$ cat src/rtl/keypad_lock_ctrl.sv
// Keypad password lock: BCD digit entry, compare, try limit with timed lockout, tone buzzer.
// All outputs are registered and update on the edge that samples the key press; there is no backpressure.
module keypad_lock_ctrl #(
  parameter int unsigned         DIGITS      = 3,
  parameter logic [4*DIGITS-1:0] PASSWORD    = 12'h246,
  parameter int unsigned         MAX_TRIES   = 3,
  parameter int unsigned         LOCK_SECS   = 20,
  parameter int unsigned         TICK_CYCLES = 50_000_000,
  parameter int unsigned         CLICK_HP    = 50_000,
  parameter int unsigned         CLICK_LEN   = 10_000_000,
  parameter int unsigned         OK_HP       = 25_000,
  parameter int unsigned         OK_LEN      = 30_000_000,
  parameter int unsigned         FAIL_HP     = 100_000,
  parameter int unsigned         FAIL_LEN    = 15_000_000
) (
  input  logic                  clk,
  input  logic                  RSTn,
  input  logic [15:0]           key_onehot,
  output logic [4*DIGITS-1:0]   display,
  output logic [3:0]            digit_count,
  output logic [3:0]            tries,
  output logic [1:0]            state,
  output logic                  buzzer
);

  localparam int W = 4 * DIGITS;
  localparam logic [W-1:0]  BLANK      = '1;
  localparam logic [W-1:0]  TOP_F      = ~(BLANK >> 4);
  localparam logic [W-1:0]  OPEN_GLYPH = {DIGITS{4'hA}};
  localparam logic [31:0]   GATE_LO    = 32'(FAIL_LEN / 3);
  localparam logic [31:0]   GATE_HI    = 32'(2 * FAIL_LEN / 3);

  typedef enum logic [1:0] {ST_ENTRY = 2'd0, ST_OPEN = 2'd1, ST_LOCK = 2'd2} state_t;
  typedef enum logic [1:0] {T_NONE, T_CLICK, T_OK, T_FAIL} tone_t;

  state_t        state_q, state_n;
  logic [15:0]   key_prev;
  logic [W-1:0]  disp_q;
  logic [3:0]    cnt_q, tries_q;
  logic [6:0]    remaining_q;
  logic [31:0]   tick_cnt;
  tone_t         tone_q;
  logic [31:0]   dur_q, hp_q, tone_hp, tone_len;
  logic          buzz_q;

  logic          is_digit, is_enter, is_bs, is_clr, is_rall;
  logic [3:0]    digit_val;
  logic          press, ev_digit, ev_enter, ev_bs, ev_clr, ev_rall;
  logic          in_entry, full, match, tick, last_try;
  logic          good_enter, bad_enter, click;
  logic [W+3:0]  lock_view;

  // Exact-value decode: multi-bit codes and the unused bits fall into default.
  always_comb begin
    is_digit  = 1'b0;
    is_enter  = 1'b0;
    is_bs     = 1'b0;
    is_clr    = 1'b0;
    is_rall   = 1'b0;
    digit_val = 4'd0;
    case (key_onehot)
      16'h0008: begin is_digit = 1'b1; digit_val = 4'd0; end
      16'h0080: begin is_digit = 1'b1; digit_val = 4'd1; end
      16'h0040: begin is_digit = 1'b1; digit_val = 4'd2; end
      16'h0020: begin is_digit = 1'b1; digit_val = 4'd3; end
      16'h0800: begin is_digit = 1'b1; digit_val = 4'd4; end
      16'h0400: begin is_digit = 1'b1; digit_val = 4'd5; end
      16'h0200: begin is_digit = 1'b1; digit_val = 4'd6; end
      16'h8000: begin is_digit = 1'b1; digit_val = 4'd7; end
      16'h4000: begin is_digit = 1'b1; digit_val = 4'd8; end
      16'h2000: begin is_digit = 1'b1; digit_val = 4'd9; end
      16'h0001: is_enter = 1'b1;
      16'h0010: is_bs    = 1'b1;
      16'h1000: is_clr   = 1'b1;
      16'h0100: is_rall  = 1'b1;
      default: ;
    endcase
  end

  assign press      = (key_prev == 16'h0000);
  assign ev_digit   = press & is_digit;
  assign ev_enter   = press & is_enter;
  assign ev_bs      = press & is_bs;
  assign ev_clr     = press & is_clr;
  assign ev_rall    = press & is_rall;
  assign in_entry   = (state_q == ST_ENTRY);
  assign full       = (cnt_q == 4'(DIGITS));
  assign match      = (disp_q == PASSWORD);
  assign tick       = (tick_cnt == 32'(TICK_CYCLES - 1));
  assign last_try   = ((tries_q + 4'd1) == 4'(MAX_TRIES));
  assign good_enter = in_entry & ev_enter & full & match;
  assign bad_enter  = in_entry & ev_enter & full & ~match;
  assign click      = in_entry & ev_digit;

  always_ff @(posedge clk) begin
    if (RSTn) state_q <= ST_ENTRY;
    else      state_q <= state_n;
  end

  always_comb begin
    state_n = state_q;
    case (state_q)
      ST_ENTRY: begin
        if (good_enter)                 state_n = ST_OPEN;
        else if (bad_enter && last_try) state_n = ST_LOCK;
      end
      ST_OPEN:  if (ev_enter || ev_clr || ev_rall) state_n = ST_ENTRY;
      ST_LOCK:  if (tick && remaining_q == 7'd1)   state_n = ST_ENTRY;
      default:  state_n = ST_ENTRY;
    endcase
  end

  always_ff @(posedge clk) begin
    if (RSTn) begin
      key_prev    <= '0;
      disp_q      <= BLANK;
      cnt_q       <= '0;
      tries_q     <= '0;
      remaining_q <= '0;
      tick_cnt    <= '0;
    end else begin
      key_prev <= key_onehot;
      case (state_q)
        ST_ENTRY: begin
          if (ev_digit && !full) begin
            disp_q <= (disp_q << 4) | W'(digit_val);
            cnt_q  <= cnt_q + 4'd1;
          end else if (ev_bs && cnt_q != 4'd0) begin
            disp_q <= (disp_q >> 4) | TOP_F;
            cnt_q  <= cnt_q - 4'd1;
          end else if (ev_clr || ev_rall) begin
            disp_q <= BLANK;
            cnt_q  <= '0;
            if (ev_rall) tries_q <= '0;
          end else if (good_enter) begin
            disp_q  <= OPEN_GLYPH;
            cnt_q   <= '0;
            tries_q <= '0;
          end else if (bad_enter) begin
            disp_q <= BLANK;
            cnt_q  <= '0;
            if (last_try) begin
              tries_q     <= '0;
              remaining_q <= 7'(LOCK_SECS);
              tick_cnt    <= '0;
            end else begin
              tries_q <= tries_q + 4'd1;
            end
          end
        end
        ST_OPEN: begin
          if (ev_enter || ev_clr || ev_rall) disp_q <= BLANK;
        end
        ST_LOCK: begin
          if (tick) begin
            tick_cnt    <= '0;
            remaining_q <= remaining_q - 7'd1;
          end else begin
            tick_cnt <= tick_cnt + 32'd1;
          end
        end
        default: ;
      endcase
    end
  end

  always_comb begin
    case (tone_q)
      T_CLICK: begin tone_hp = 32'(CLICK_HP); tone_len = 32'(CLICK_LEN); end
      T_OK:    begin tone_hp = 32'(OK_HP);    tone_len = 32'(OK_LEN);    end
      T_FAIL:  begin tone_hp = 32'(FAIL_HP);  tone_len = 32'(FAIL_LEN);  end
      default: begin tone_hp = 32'd1;         tone_len = 32'd1;          end
    endcase
  end

  // A newly requested tone always restarts the engine, preempting any tone in progress.
  always_ff @(posedge clk) begin
    if (RSTn) begin
      tone_q <= T_NONE;
      dur_q  <= '0;
      hp_q   <= '0;
      buzz_q <= 1'b0;
    end else if (bad_enter || good_enter || click) begin
      tone_q <= bad_enter ? T_FAIL : (good_enter ? T_OK : T_CLICK);
      dur_q  <= '0;
      hp_q   <= '0;
      buzz_q <= 1'b1;
    end else if (tone_q != T_NONE) begin
      if (dur_q == tone_len - 32'd1) begin
        tone_q <= T_NONE;
        dur_q  <= '0;
        hp_q   <= '0;
        buzz_q <= 1'b0;
      end else begin
        dur_q <= dur_q + 32'd1;
        if (hp_q == tone_hp - 32'd1) begin
          hp_q   <= '0;
          buzz_q <= ~buzz_q;
        end else begin
          hp_q <= hp_q + 32'd1;
        end
      end
    end
  end

  // Lockout view: remaining seconds in BCD in the low nibbles, blanks above.
  always_comb begin
    lock_view      = '1;
    lock_view[3:0] = 4'(remaining_q % 7'd10);
    if (DIGITS > 1) lock_view[7:4] = 4'(remaining_q / 7'd10);
    display     = (state_q == ST_LOCK) ? lock_view[W-1:0] : disp_q;
    digit_count = cnt_q;
    tries       = tries_q;
    state       = state_q;
    buzzer      = buzz_q & ~(tone_q == T_FAIL && dur_q > GATE_LO && dur_q < GATE_HI);
  end

endmodule

$ cat config.mk
export PLATFORM = sky130hd
export DESIGN_NAME = keypad_lock_ctrl
export DESIGN_NICKNAME = d
export VERILOG_FILES = /design/src/rtl/keypad_lock_ctrl.sv
export SDC_FILE = /design/constraint.sdc
export NUM_CORES = 1
export LEC_CHECK = 0
export ABC_AREA = 1
export CORE_AREA = 8 8 190 192
export CTS_CLUSTER_SIZE = 10
export DETAILED_ROUTE_END_ITERATION = 8
export DIE_AREA = 0 0 198 200
export DONT_BUFFER_PORTS = 1
export GPL_ROUTABILITY_DRIVEN = 0
export SETUP_SLACK_MARGIN = 0.2
export SYNTH_ARGS = -nofsm -noshare
export SYNTH_HDL_FRONTEND = slang
export SYNTH_SLANG_ARGS = --single-unit
export TNS_END_PERCENT = 50
$ cat constraint.sdc
create_clock -name clk -period 3 [get_ports clk]
set_clock_uncertainty 0.1 [all_clocks]
set_input_delay 0.3 -clock clk [delete_from_list [all_inputs] [get_ports clk]]
set_output_delay 0.3 -clock clk [all_outputs]
set_load 0.01 [all_outputs]
==> summary.md <==
| Metric | Value |
|---|---|
| Starting Density | 0.2951 |
| Post-route minimum period | roughly 2.8 ns |
| Htree depth | 4 |
| Mapped Nets | ~1,500 |
| Placed instance count | roughly 1,900 |
| Setup TNS | 0 ns |
| Design Power | approximately 4 mW |
| Max cap viols | 0 |
| WS Path Type | flip-flop to primary output |
| Switch share | 0.2484 |
| Site Rows | 67 |
| Hold Path Depth | 2 |
| Reg2reg start | tone_q[0]$_SDFFE_PP0P_ |
| Slew HR | 0.3767 |
| Layout cell share with drive strength beyond 1 | 0.1117 |
| Clk root buf | clkbuf_16 |
| Worst slew pin tran | 0.9339 ns |
| Clk pwr share | 0.498 |
| Finished Layout Cells | around 2,000 |
| Logic pwr share | 0.026 |
| Final nets | between 1,500 and 2,000 |
| Yosys warns | 0 |
| Max-slew violations | 0 |
| Top achievable clock speed | about 360 MHz |
| Sequential share of the synthesized area | 0.2950 |
| CTS tree | yes |
| Initial DRT Pass Iterations | 5 |
| Initial antenna violation count | 0 |
| Most common cell after layout, fill and taps aside | nand2_1 |
| Endpoint type of the worst setup path | primary output |
| Drt drc | 0 |
| Power per Cell Area | between 300 and 400 nW/µm² |
| Worst vdd ir | 0.3020 mV |
| FF+latch count, synth | 144 |
| Die ar. | roughly 40,000 µm² |
| Mean post-synth cell area | ~6.5 µm² |
| Worst-case clock buffer depth | 2 |
| Switching pwr | ~1.0 mW |
| First-iteration detailed-routing DRC count | ~800 |
| Worst path required time | 2.60 ns |
| Area grow syn2layout | 14.39% |
| RSZ-0062 raised after global routing | yes |
| Core box area | between 30,000 and 40,000 µm² |
| CTS sink count | 144 |
| Hold path start | RSTn |
| CP startpoint | remaining_q[6]$_SDFFE_PP0P_ |
| Vias per Instance | ~5 |
| # port buffers | 0 |
| Layout Utilization | 0.3375 |
| Design Area, Final | approximately 11,000 µm² |
| Reg power frac | 0.476 |
| ANT cells | 0 |
| Die W | between 150 and 200 µm |
| Grt total ovfl | 0 |
| Commonest cells after routing, fill and taps aside | 277 x nand2_1, 215 x nor2_1, 156 x inv_1, 140 x dfxtp_1, 107 x nand3_1 |
| Worst Hold Class | primary input to flip-flop |
| Worst R2R Setup Slack | 0.37 ns |
| R2R Path End | hp_q[24]$_SDFFE_PP0P_ |
| HPWL Detailed | 20,480 µm |
| Worst Path Arrival | 2.37 ns |
| Vias in the first global route | between 9,000 and 10,000 |
| Cell internal pwr | roughly 3 mW |
| Crit Path Max Fanout | 6 |
| Fillers | around 3,500 |
| Static Leak | ~4.2 nW |
| Die H | 200 µm |
| First-pass GRT wire length | 46,110 µm |
| Clock Latency Late Sink | ~0.44 ns |
| Clk slew on worst S/H paths | around 0.070 ns |
| Number of CTS-inserted buffers | 17 |
| Unique masters post-synth | 53 |
| All-Layer GR Usage | 0.1403 |
| DR WL/cell | ~14 µm |
| Via count | 9,977 |
| Final setup fails | 0 |
| Worst Hold Path EP | key_prev[5]$_SDFF_PP0_ |
| Placed Area | 10,150 µm² |
| Critical Path Start Type | flip-flop |
| Fin. Hold Viols | 0 |
| Mapped cell area | roughly 9800 µm² |
| Post-route ant nets | 0 |
| Status | completed |
| Routed wire length | 27,620 µm |
| Top Ports | 41 |
| Mapped Cells | roughly 1,500 |
| R2R depth | 12 |
| Largest net degree at the start of global routing | 48 |
| Tcrit/Tclk final | 0.9233 |
[cells in the mapped netlist (all sizes together)]
master	count	area, µm²
o21ai	63	326.6
nor4b	1	8.760
xor2	49	429.2
o32ai	1	8.760
a31oi	5	31.28
nor2	235	977.2
nand3b	11	82.58
a211oi	1	7.510
clkbuf	21	78.83
nor4	40	262.8
a21oi	66	360.3
ha	20	250.2
nor3b	10	90.09
xnor2	19	166.4
buf	24	162.6
and3	2	12.51
o211ai	14	105.1
nand3	121	630.6
a22oi	2	15.01
nand2	306	1210
a21o	2	15.01
clkinv	1	5.000
nand4	73	456.7
a31o	1	8.760
o21a	3	22.52
nor3	65	336.6
or2	13	81.33
o211a	1	10.01
a2bb2oi	1	8.760
o22ai	7	43.79
o31ai	2	15.01
dfxtp	144	2883
inv	176	668.2
[worst max-delay path by stage]
stage                                        to
final                                display[1]
after global routing      hp_q[11]$_SDFFE_PP0P_
after CTS                            display[1]
after detailed placement             display[4]
after global placement    hp_q[24]$_SDFFE_PP0P_
after floorplan            hp_q[8]$_SDFFE_PP0P_
[worst max-delay path, cell delays in order, from the launching register on]
cell	delay (ns)
dfxtp_4	0.41
inv_4	0.06
nand2_4	0.08
nand3_4	0.09
nand2_4	0.11
nand3_1	0.10
nand2_2	0.10
inv_2	0.04
nand2_2	0.07
nand2_2	0.06
nand2_2	0.08
nand2_2	0.06
inv_2	0.07
ha_4	0.14
inv_4	0.04
nand3_4	0.08
nand3_4	0.11
nand2_4	0.08
nand3_2	0.07
nand2_2	0.11
[metrics by stage]
step	hold WS [ns]	worst slack (ns)
floorplan	0.3070	0.5269
global placement	0.2808	0.3104
detailed placement	0.2823	0.2606
CTS	0.07249	0.2044
global route	0.09530	0.1123
finish	0.07643	0.2302
[flip-flops by register name, summed over array words and instances, names as in the netlist]
| signal | count |
|---|---|
| buzz_q | 1 |
| digit_count | 4 |
| disp_q | 12 |
| dur_q | 32 |
| hp_q | 32 |
| key_prev | 16 |
| remaining_q | 7 |
| state | 2 |
| tick_cnt | 32 |
| tone_q | 2 |
| tries | 4 |
[logic make-up (layout without fill, tap and decap cells)]
group,Yosys count,after routing,share of synthesized area
fa+ha+maj,20,20,0.02561
flops,144,144,0.2950
simple gates,877,877,0.4246
buf+inv,222,244,0.09361
compound gates,169,169,0.1001
xor+xnor,68,68,0.06096
[final cells by class]
class,instances,area (µm²),share of cell area
clock inverter,15,127.6,0.01142
multi-input combinational,1134,6168,0.5519
timing repair buffer,35,319.1,0.02855
clock buffer,17,425.4,0.03806
sequential,144,2895,0.2590
inverter,177,680.7,0.06090
tap,448,560.5,0.05015
[power by group through the flow]
stage / Combinational, mW / Clock, mW / Sequential [mW]
final: 0.106 / 2.01 / 1.92
after global routing: 0.117 / 2.15 / 1.92
after CTS: 0.105 / 2.06 / 1.92
after detailed placement: 0.0743 / 0 / 1.97
after global placement: 0.0732 / 0 / 1.97
after floorplan: 0.0679 / 0 / 1.97
[per-layer routing]
metal / routed length, µm / GRT usage
met5: 0 / 0
met4: 925 / 0.06305
met3: 1495 / 0.02967
met2: 12650 / 0.2343
met1: 12540 / 0.1723
[what timing repair did]
| action | in CTS | in global routing |
|---|---|---|
| endpoints found under the setup margin | 4 | 83 |
| hold endpoints to repair | 47 | 0 |
| setup buffers | 6 | 4 |
| pin swaps | 5 | 6 |
| cloned | 0 | 0 |
| gates resized for setup | 38 | 26 |
| hold buffers | 17 | 0 |
No activity file was read; power rests on OpenSTA's default activity.
